==> config.mk <==
export PLATFORM = sky130hd
export DESIGN_NAME = ram_stream_tx
export DESIGN_NICKNAME = d
export VERILOG_FILES = /design/src/rtl/ram_stream_tx_pkg.sv /design/src/rtl/ram_stream_tx_skid_fifo.sv /design/src/rtl/ram_stream_tx.sv
export SDC_FILE = /design/constraint.sdc
export NUM_CORES = 1
export LEC_CHECK = 0
export CAP_MARGIN = 20
export CORE_UTILIZATION = 45
export CTS_CLUSTER_SIZE = 14
export DETAILED_ROUTE_END_ITERATION = 10
export PLACE_DENSITY = 0.73
export SYNTH_ARGS = -nofsm -noshare
export SYNTH_HDL_FRONTEND = slang
export SYNTH_SLANG_ARGS = --single-unit
export TNS_END_PERCENT = 10
==> constraint.sdc <==
create_clock -name CLK -period 4.95 [get_ports CLK]
set_input_delay 0.99 -clock CLK [delete_from_list [all_inputs] [get_ports CLK]]
set_output_delay 0.99 -clock CLK [all_outputs]
set_load 0.01 [all_outputs]
==> src/rtl/ram_stream_tx_pkg.sv <==
// ram_stream_tx_pkg: control-word field layout and transmitter state encodings
package ram_stream_tx_pkg;
  localparam int CTRL_LEN_LSB = 0;
  localparam int CTRL_LEN_W   = 12;
  localparam int CTRL_MEM_LSB = 12;
  localparam int CTRL_MEM_W   = 3;
  typedef enum logic [1:0] {
    TX_IDLE   = 2'd0,
    TX_STREAM = 2'd1,
    TX_DRAIN  = 2'd2
  } tx_state_t;
endpackage

==> src/rtl/ram_stream_tx_skid_fifo.sv <==
// axis_skid_fifo: 2-entry fall-through FIFO; push/din in, pop/dout/valid/count out, async active-low reset
module axis_skid_fifo #(
  parameter int W = 65
) (
  input  logic         CLK,
  input  logic         RST_N,
  input  logic         push,
  input  logic [W-1:0] din,
  input  logic         pop,
  output logic [W-1:0] dout,
  output logic         valid,
  output logic [1:0]   count
);
  logic [W-1:0] mem [2];
  logic wp, rp, do_pop, store, take;
  assign valid  = (count != 2'd0) || push;
  // when empty, incoming data is presented directly so a read becomes visible one cycle later
  assign dout   = (count != 2'd0) ? mem[rp] : (push ? din : '0);
  assign do_pop = pop && valid;
  assign store  = push && !(count == 2'd0 && do_pop);
  assign take   = do_pop && (count != 2'd0);
  always_ff @(posedge CLK or negedge RST_N) begin
    if (!RST_N) begin
      count <= 2'd0;
      wp    <= 1'b0;
      rp    <= 1'b0;
    end else begin
      count <= count + {1'b0, store} - {1'b0, take};
      if (store) wp <= ~wp;
      if (take) rp <= ~rp;
    end
  end
  always_ff @(posedge CLK) begin
    if (store) mem[wp] <= din;
  end
endmodule

==> src/rtl/ram_stream_tx.sv <==
// ram_stream_tx: streams a RAM region out on M_AXIS; ctrl_word/ctrl_start in, busy/done, RAM read port, M_AXIS master
module ram_stream_tx
  import ram_stream_tx_pkg::*;
#(
  parameter int DATA_WIDTH = 64,
  parameter int LEN_WIDTH  = 12,
  parameter int MEM_WIDTH  = 3
) (
  input  logic                  CLK,
  input  logic                  RST_N,
  input  logic [31:0]           ctrl_word,
  input  logic                  ctrl_start,
  output logic                  busy,
  output logic                  done,
  output logic                  ram_rd_en,
  output logic [LEN_WIDTH-1:0]  ram_reg_adr,
  output logic [MEM_WIDTH-1:0]  ram_mem_adr,
  input  logic [DATA_WIDTH-1:0] ram_dout,
  output logic [DATA_WIDTH-1:0] M_AXIS_TDATA,
  output logic                  M_AXIS_TVALID,
  input  logic                  M_AXIS_TREADY,
  output logic                  M_AXIS_TLAST
);
  tx_state_t state, state_n;
  logic [LEN_WIDTH-1:0] len_q, rd_adr, start_len;
  logic inflight, inflight_last, accept, rd_last, last_hs;
  logic [1:0] fifo_count;
  logic unused_ctrl;
  assign unused_ctrl = ^ctrl_word[31:CTRL_MEM_LSB+MEM_WIDTH];
  assign start_len   = ctrl_word[CTRL_LEN_LSB +: LEN_WIDTH];
  assign accept      = (state == TX_IDLE) && ctrl_start;
  assign rd_last     = rd_adr == len_q - LEN_WIDTH'(1);
  // credit check: FIFO entries plus the read still in the RAM pipeline never exceed 2
  assign ram_rd_en   = (state == TX_STREAM) && (({1'b0, fifo_count} + {2'b0, inflight}) < 3'd2);
  assign ram_reg_adr = rd_adr;
  assign busy        = state != TX_IDLE;
  assign last_hs     = M_AXIS_TVALID && M_AXIS_TREADY && M_AXIS_TLAST;
  always_comb begin
    state_n = state;
    case (state)
      TX_IDLE:   state_n = (accept && start_len != '0) ? TX_STREAM : TX_IDLE;
      TX_STREAM: state_n = (ram_rd_en && rd_last) ? TX_DRAIN : TX_STREAM;
      TX_DRAIN:  state_n = last_hs ? TX_IDLE : TX_DRAIN;
      default:   state_n = TX_IDLE;
    endcase
  end
  always_ff @(posedge CLK or negedge RST_N) begin
    if (!RST_N) begin
      state         <= TX_IDLE;
      done          <= 1'b0;
      len_q         <= '0;
      rd_adr        <= '0;
      ram_mem_adr   <= '0;
      inflight      <= 1'b0;
      inflight_last <= 1'b0;
    end else begin
      state         <= state_n;
      done          <= (accept && start_len == '0) || (state == TX_DRAIN && last_hs);
      inflight      <= ram_rd_en;
      inflight_last <= ram_rd_en && rd_last;
      if (accept) begin
        len_q       <= start_len;
        ram_mem_adr <= ctrl_word[CTRL_MEM_LSB +: MEM_WIDTH];
        rd_adr      <= '0;
      end else if (ram_rd_en && !rd_last) begin
        rd_adr <= rd_adr + LEN_WIDTH'(1);
      end
    end
  end
  axis_skid_fifo #(.W(DATA_WIDTH + 1)) u_fifo (
    .CLK   (CLK),
    .RST_N (RST_N),
    .push  (inflight),
    .din   ({inflight_last, ram_dout}),
    .pop   (M_AXIS_TREADY),
    .dout  ({M_AXIS_TLAST, M_AXIS_TDATA}),
    .valid (M_AXIS_TVALID),
    .count (fifo_count)
  );
endmodule
* Yosys cells after proc, flatten, opt, wreduce, memory -nomap -nowiden
Memory sizes are Yosys's and may differ from the RTL's.
Index checks and enable logic that the tools add are counted.
** Storage, ports and cells
- Output and inout bits :: 84
- Memories :: 1
- Bits of input ports :: 100
- Word-level logic and storage cells :: 55
- Register bits after elaboration :: 36
- Bits in writable memories :: 130
** Memories
- u_fifo.mem :: words 2, width 65, read ports 1, clocked after Yosys merged registers in 0, write ports 1, line ram_stream_tx_skid_fifo.sv:14 : logic [W-1:0] mem [2];
** Cells by class
- Reductions and logical operators :: 23
- Equality and inequality tests :: 3
- Bitwise gates (word level) :: 2
- Order comparisons :: 1
- $add $sub $neg :: 5
- Mux-type cells :: 10
** Operators by type and width (count)
- $mux W65 :: 2
- $mux W12 :: 2
- $add A12 B1 Y12 const B :: 1
- $eq A12 B12 Y1 :: 1
- $logic_and A1 B1 Y1 :: 12
- $logic_not A12 Y1 :: 1
- $reduce_bool A12 Y1 :: 1
- $sub A12 B1 Y12 const B :: 1
- $pmux W2 S3 :: 1
- $reduce_bool A2 Y1 :: 3
- $logic_not A2 Y1 :: 2
- $mux W2 :: 2
- $add A2 B1 Y3 :: 1
- $lt A3 B2 Y1 const B :: 1
- $mux W1 :: 3
- $add A2 B1 Y2 :: 1
- $eq A2 B1 Y1 const B :: 1
- $eq A2 B2 Y1 const B :: 1
- $logic_not A1 Y1 :: 2
- $logic_or A1 B1 Y1 :: 2
- $not A1 Y1 :: 2
- $sub A2 B1 Y2 :: 1

* Longest topological paths before layout
Gate-level depths: netlist of run 1.
- Word-level depth :: 8
- Depth in mapped cells :: 11
- Depth with buffers taken out :: 9

* Cells and area by module
Synthesis of run 1 repeated with hierarchy kept, for this count alone.
** Second synthesis, totals
- Cell total of the unflattened synthesis :: 586
- Area total of the unflattened synthesis :: 7736.2 µm²
** By module, submodules not included
- axis_skid_fifo :: cells each 386, area an instance 5830.6 µm², instances 1, seq. area each 4003.8 µm²
- ram_stream_tx :: cells each 200, area an instance 1905.6 µm², instances 1, seq. area each 800.8 µm²

* Worst setup path after synthesis of run 1
No wires, ideal clock.
- Path kind :: input to register
- Start :: input port M_AXIS_TREADY
- End :: memory u_fifo.mem[0][0], enable pin
- Setup slack :: 188 ps
- Library setup time :: 496 ps
- Path buffers :: 0
- Required time :: 4454 ps
- Arrival :: 4266 ps
- Cell stages on the path :: 2
- Cell sequence :: a21boi_0 nor2b_1
** Between the ends
- Cells in the longest elaborated chain, start to end :: 6
** Ends and longest elaborated chain
- from (decl) :: line ram_stream_tx.sv:21 : input logic M_AXIS_TREADY,
- $logic_and A1 B1 Y1 :: line ram_stream_tx_skid_fifo.sv:19 : assign do_pop = pop && valid;
- $logic_and A1 B1 Y1 :: line ram_stream_tx_skid_fifo.sv:20 : assign store = push && !(count == 2'd0 && do_pop);
- $logic_not A1 Y1 :: line ram_stream_tx_skid_fifo.sv:20
- $logic_and A1 B1 Y1 :: line ram_stream_tx_skid_fifo.sv:20
- $mux W1 :: line ram_stream_tx_skid_fifo.sv:34 : if (store) mem[wp] <= din;
- $mux W1 (implied by the code) :: line ram_stream_tx_skid_fifo.sv:34
- to (decl) :: line ram_stream_tx_skid_fifo.sv:14
No other way between the ends.

* Worst setup path in the final report of run 1
- Start :: register u_fifo.rp
- End :: output port M_AXIS_TDATA[18]
** Between the ends
- Cells in the longest elaborated chain, start to end :: 2
** Ends and longest elaborated chain
- from (decl) :: line ram_stream_tx_skid_fifo.sv:15 : logic wp, rp, do_pop, store, take;
- from (signal assigned) :: line ram_stream_tx_skid_fifo.sv:30 : if (take) rp <= ~rp;
- $mem_v2 Z2 W65
- $mux W65 :: line ram_stream_tx_skid_fifo.sv:18 : assign dout = (count != 2'd0) ? mem[rp] : (push ? din : '0);
- to (decl) :: line ram_stream_tx.sv:19 : output logic [DATA_WIDTH-1:0] M_AXIS_TDATA,
No other way between the ends.

==> run metrics, run 1 <==
DR vias=5354; Worst setup SP type=flop; IO Pins=approximately 180; worst skew pair latency=about 430 ps; Final Skew=between 10 and 15 ps; largest net degree at the start of global routing=approximately 120; routed vias/inst=about 5.5; Clock Path Buffers=2; footprint of the multi-input gates=~0.0024 sq mm; largest family of logic cells by synthesized area=simple AND/OR/NAND/NOR gates; CTS tree=done; root buf cell=clkbuf_16; Max Freq=between 200 and 300 MHz; Nets=between 800 and 900; WL final=approximately 17 mm; fin crit share=approximately 74%; number of diodes=0; Synth async-reset ratio=between 20 and 25%; Die Y=roughly 130 microns; Slew HR=roughly 55%; area growth from synthesis to layout=33.3%; outcome=complete, no violations; top-area cell type share of the netlist area=about 53%; Setup Viol. Count Final=0; WP data arrival=approximately 2700 ps; Post-Syn Area=0.00742 sq mm; Post-CTS Resized=0; Worst EP required=3960 ps; Detail Route Antenna Nets=0; synth warn=0; mux cell area share after synthesis=9.44%; Residual DRC=0; Fillers=roughly 1300; Worst Setup Path Type=flop to output pin; Hold Vio Cnt, Final=0; Max Cap Viol=0; flops & latches, synth=around 170; Seq/Total Area, Yosys=between 60% and 70%; RSZ-0062 raised after global routing=no; Max FO, Critical Path=37; setup_tns=0 ps; Mean Syn Cell Area=approximately 13 sq um; Synth Area in Compound Gates=8.14%; initial DRC count=roughly 440; Leak=approximately 3.6 nW; total CTS buffers=17; XOR/XNOR Fraction of Synth Area=~2.4%; post-route minimum period=3660 ps; commonest non-fill, non-tap cell in the layout=clkdlybuf4s50_1; clk slew on worst S/H paths=around 60 ps; hold_buf cts=0; die footprint=~0.017 sq mm; num rows=46; vias in the first global route=~5300; number of synthesized flops with an enable pin=130; Avg WL per Cell=between 15 and 20 microns; number of distinct library cells after synthesis=slightly below 50; Max Slew Vio Count=0; Synth area leaders=edfxtp_1 53%, dfrtp_1 12%, mux2i_1 9.4%; initial core utilization=between 40% and 50%; post-synthesis net count=around 690; First-pass DRT Iterations=4; cell accounting for the most synthesized area=edfxtp_1; PwrDens=between 600 and 700 mW/mm^2; GRT Residual Overflow=0; core area=about 0.016 sq mm; Worst VDD drop=slightly above 300 uV; Port Buffers=166; clk sink count=about 170; routability cong.=0.782; first-pass GRT wire length=26.4 mm; GRT Total Usage=20.6%; Post-CTS Setup Bufs=0; Die X-Extent=roughly 130 microns; worst slew pin tran=677 ps; Post-Synth Simple-Gate Area=around an eighth; cell count after synthesis=roughly 600; initial antenna violation count=0; Hold Path Class=flop to flop; register area=between 0.004 and 0.005 sq mm; layout cell share with drive strength beyond 1=approximately 6.9%; Post-Route Utilization=between 60% and 70%; hpwl dp=about 11 mm; Main synth FF type=edfxtp_1; Post-Synth Adder-Cell Area=less than 1%; most frequent cells in the layout=166 x clkdlybuf4s50_1, 130 x edfxtp_1, 70 x mux2i_1, 70 x nand3_1, 68 x o21ai_0; H-tree lvl count=4; Critical Path End Type=output pin
==> synthesized netlist by cell type (all sizes together), types with 3 or more instances <==
master	count
and2	5
clkbuf	24
xnor2	14
and3	4
mux2i	70
nor4	5
o21ai	71
o31ai	3
xor2	6
a31oi	3
dfrtp	36
ha	4
nand2	52
buf	15
nand3	70
edfxtp	130
a21oi	9
a211oi	3
nor3	6
nor2	14
or3	4
inv	5
nand4	4
nand4b	3
==> kinds of logic after synthesis <==
logic type,after synthesis
compound gates,104
buf+inv,45
mux,70
xor+xnor,20
flops,166
simple gates,179
fa+ha+maj,4
==> sequential cells by signal, summed over array words and instances (netlist names) <==
register / count
len_q: 12
ram_mem_adr: 3
state: 2
u_fifo.count: 2
inflight_last: 1
u_fifo.rp: 1
done: 1
u_fifo.mem: 130
ram_reg_adr: 12
inflight: 1
u_fifo.wp: 1
==> cell type report <==
type                            instances  share of cell area [%]
Sequential cell                       166                    48.6
Multi-Input combinational cell        377                    24.6
Timing Repair Buffer                  175                    17.8
Clock buffer                           17                    4.30
Tap cell                              216                    2.73
Clock inverter                         15                    1.79
Inverter                                6                   0.228
==> per-stage QoR <==
step / std cells / setup WS (ps) / hold slack (ps) / total power (W) / instance area [sq um]
global route: 972 / 1140 / 516 / 0.00638 / 9900
CTS: 971 / 1280 / 483 / 0.00611 / 9890
finish: 972 / 1290 / 485 / 0.00605 / 9900
floorplan: 588 / 188 / 443 / 0.00346 / 7420
detailed placement: 939 / 1620 / 469 / 0.00475 / 9280
global placement: 939 / 1650 / 460 / 0.00467 / 9280
==> where the power goes <==
group          switching, W  leakage (nW)  internal, W
sequential         0.000281          1.64      0.00195
combinational       0.00123          1.69      0.00123
clock              0.000553         0.296     0.000798
==> routing by layer <==
layer / GRT usage (%) / vias to the layer above / part of all wire (%) / wire, microns
met5: 0 / - / 0 / 0
met2: 34.3 / 180 / 49 / 8490
met1: 26.5 / 2626 / 43 / 7360
li1: - / 2522 / - / -
met3: 4.07 / 26 / 6.1 / 1040
met4: 8.65 / 0 / 2.0 / 349
==> critical path, cell delays in order, from the launching register on <==
cell,delay [ps]
dfrtp_4,870
buf_4,430
mux2i_1,110
o21ai_0,220
clkdlybuf4s50_1,580
==> path summary, 6_finish.rpt <==
path	startpoint	to	slack, ps	cells after the start
max in group asynchronous	RST_N	u_fifo.rp	3610	2
max	u_fifo.rp	M_AXIS_TDATA[18]	1290	4
min in group asynchronous	RST_N	len_q[11]	970	2
min	state[0]	done	490	1
max reg2reg	len_q[0]	ram_reg_adr[7]	1690	9
min reg2reg	state[0]	done	490	1
No activity file was read; power rests on OpenSTA's default activity.
==> inputs of run 2 (changes only) <==
clock period = 3.5 ns   (was 4.95 ns; I/O delays follow)
==> run 2 against run 1 <==
Net effect:
- flip-flop and latch count is the same
- hold slack lost 5.0 ps
- final cell count grew 0.31%
- sequential share of layout area shrank 0.42 points
- non-clock buffer count grew 3
- first-iteration DRC count shrank 18%
- critical path type unchanged
- clock power grew 38%
- sequential power grew 40%
- register-to-register slack lost 1400 ps
- worst setup slack lost 1000 ps
- clock-buffer cell count grew 5
==> run metrics, run 2 (same netlist as run 1, synthesis figures left out) <==
Worst setup SP type=flop; hold_buf cts=0; CTS tree=done; largest register by flop count=u_fifo.mem; register area=just under 0.005 sq mm; Final Skew=about 11 ps; WL final=~17 mm; most frequent cells in the layout=166 x clkdlybuf4s50_1, 130 x edfxtp_1, 70 x mux2i_1, 70 x nand3_1, 68 x o21ai_0; clk sink count=166; Max Cap Viol=0; total CTS buffers=17; Residual DRC=0; WP data arrival=2540 ps; PwrDens=roughly 860 mW/mm^2; Area after DPL=between 0.009 and 0.01 sq mm; DR vias=around 5300; Detail Route Antenna Nets=0; layout cell share with drive strength beyond 1=between 7 and 8%; final instance count without filler cells=975; Post-CTS Resized=0; Fillers=around 1300; worst skew pair latency=around 420 ps; die footprint=approximately 0.017 sq mm; RSZ-0062 raised after global routing=no; H-tree lvl count=4; initial DRC count=between 300 and 400; fin crit share=approximately 93%; Leak=3.66 nW; IO Pins=~180; clk slew on worst S/H paths=roughly 70 ps; Post-CTS Setup Bufs=0; Die Y=~130 microns; worst slew pin tran=~700 ps; first-pass GRT wire length=approximately 25 mm; Placed Cells=between 900 and 1000; First-pass DRT Iterations=4; Max Slew Vio Count=0; Worst Setup Path Type=flop to output pin; routed vias/inst=approximately 5.4; Hold Vio Cnt, Final=0; GRT Residual Overflow=0; routability cong.=slightly below 0.9; post-route minimum period=approximately 3200 ps; core area=0.0160 sq mm; Slew HR=between 50 and 60%; outcome=complete, no violations; hpwl dp=about 11 mm; num rows=46; largest net degree at the start of global routing=between 50 and 60; worst hold slack=just under 500 ps; Max Freq=between 300 and 400 MHz; commonest non-fill, non-tap cell in the layout=clkdlybuf4s50_1; design area=roughly 0.01 sq mm; footprint of the multi-input gates=approximately 0.0024 sq mm; initial core utilization=a little under half; Worst VDD drop=397 uV; Clock Path Buffers=2; Setup Viol. Count Final=0; root buf cell=clkbuf_16; Largest register FFs=130; Critical Path End Type=output pin; setup_tns=0 ps; Avg WL per Cell=17.1 microns; vias in the first global route=between 4000 and 5000; area growth from synthesis to layout=34.5%; GRT Total Usage=approximately a fifth; Die X-Extent=approximately 130 microns; Nets=850; Worst EP required=approximately 2800 ps; Max FO, Critical Path=31; initial antenna violation count=0; number of diodes=0; Hold Path Class=flop to flop; Port Buffers=166
run 2: cell types whose count changed in the layout (fill, tap and decap cells not counted):
cell | previous run | this run
buf_12 | 2 | 7
clkinv_2 | 3 | 2
buf_4 | 6 | 5
bufinv_16 | 3 | 0
buf_6 | 1 | 0
clkbuf_1 | 0 | 1
inv_4 | 0 | 1
clkbuf_16 | 17 | 21
inv_8 | 2 | 1
clkinv_4 | 2 | 3
clkinv_1 | 3 | 1
run 2: power by group:
| group | switching, W | internal [W] | total [W] |
|---|---|---|---|
| clock network | 0.000770 | 0.00109 | 0.00186 |
| registers | 0.000357 | 0.00276 | 0.00312 |
| logic | 0.00180 | 0.00184 | 0.00364 |
| total | 0.00293 | 0.00569 | 0.00862 |
run 2: worst max-delay path, stage by stage, from the launching register on:
cell and delay, ps:
dfrtp_4 810, buf_4 380, mux2i_1 140, o21ai_0 200
clkdlybuf4s50_1 570
run 2: stage by stage:
step / power [W] / utilization [%] / setup WS (ps)
after detailed placement: 0.00684 / 58.6 / 371
final: 0.00862 / 62.4 / 260
after global placement: 0.00673 / 58.6 / 472
after global routing: 0.00908 / 62.4 / 60.8
after floorplan: 0.00489 / - / 256
after CTS: 0.00872 / 62.4 / 214
run 2: path summary, 6_finish.rpt:
path / startpoint / end / slack, ps / cells after the start
worst max-delay path: u_fifo.rp / M_AXIS_TDATA[32] / 260 / 4
worst min-delay path: ram_mem_adr[1] / ram_mem_adr[1] / 480 / 2
worst max register to register: len_q[0] / ram_reg_adr[7] / 290 / 9
worst min register to register: ram_mem_adr[1] / ram_mem_adr[1] / 480 / 2
max in group asynchronous: RST_N / u_fifo.rp / 2440 / 2
min in group asynchronous: RST_N / len_q[2] / 700 / 2
run 2: cell type report:
cell class | count | area share (%)
Sequential cell | 166 | 48.2
Multi-Input combinational cell | 377 | 24.4
Timing Repair Buffer | 178 | 18.4
Clock buffer | 22 | 5.30
Tap cell | 216 | 2.71
Clock inverter | 10 | 0.789
Inverter | 6 | 0.226
run 2: layer usage:
metal	track usage, %	vias up	wire, microns
met5	0	-	0
met4	7.71	0	284
met3	4.72	22	1230
met2	32.1	200	7950
met1	25.6	2510	7230
li1	-	2528	-
==> inputs of run 3 (changes only) <==
CTS_CLUSTER_SIZE = 16   (was 14)
==> results of run 3 <==
No change in the layout: final DEF, timing and power equal those of run 2.
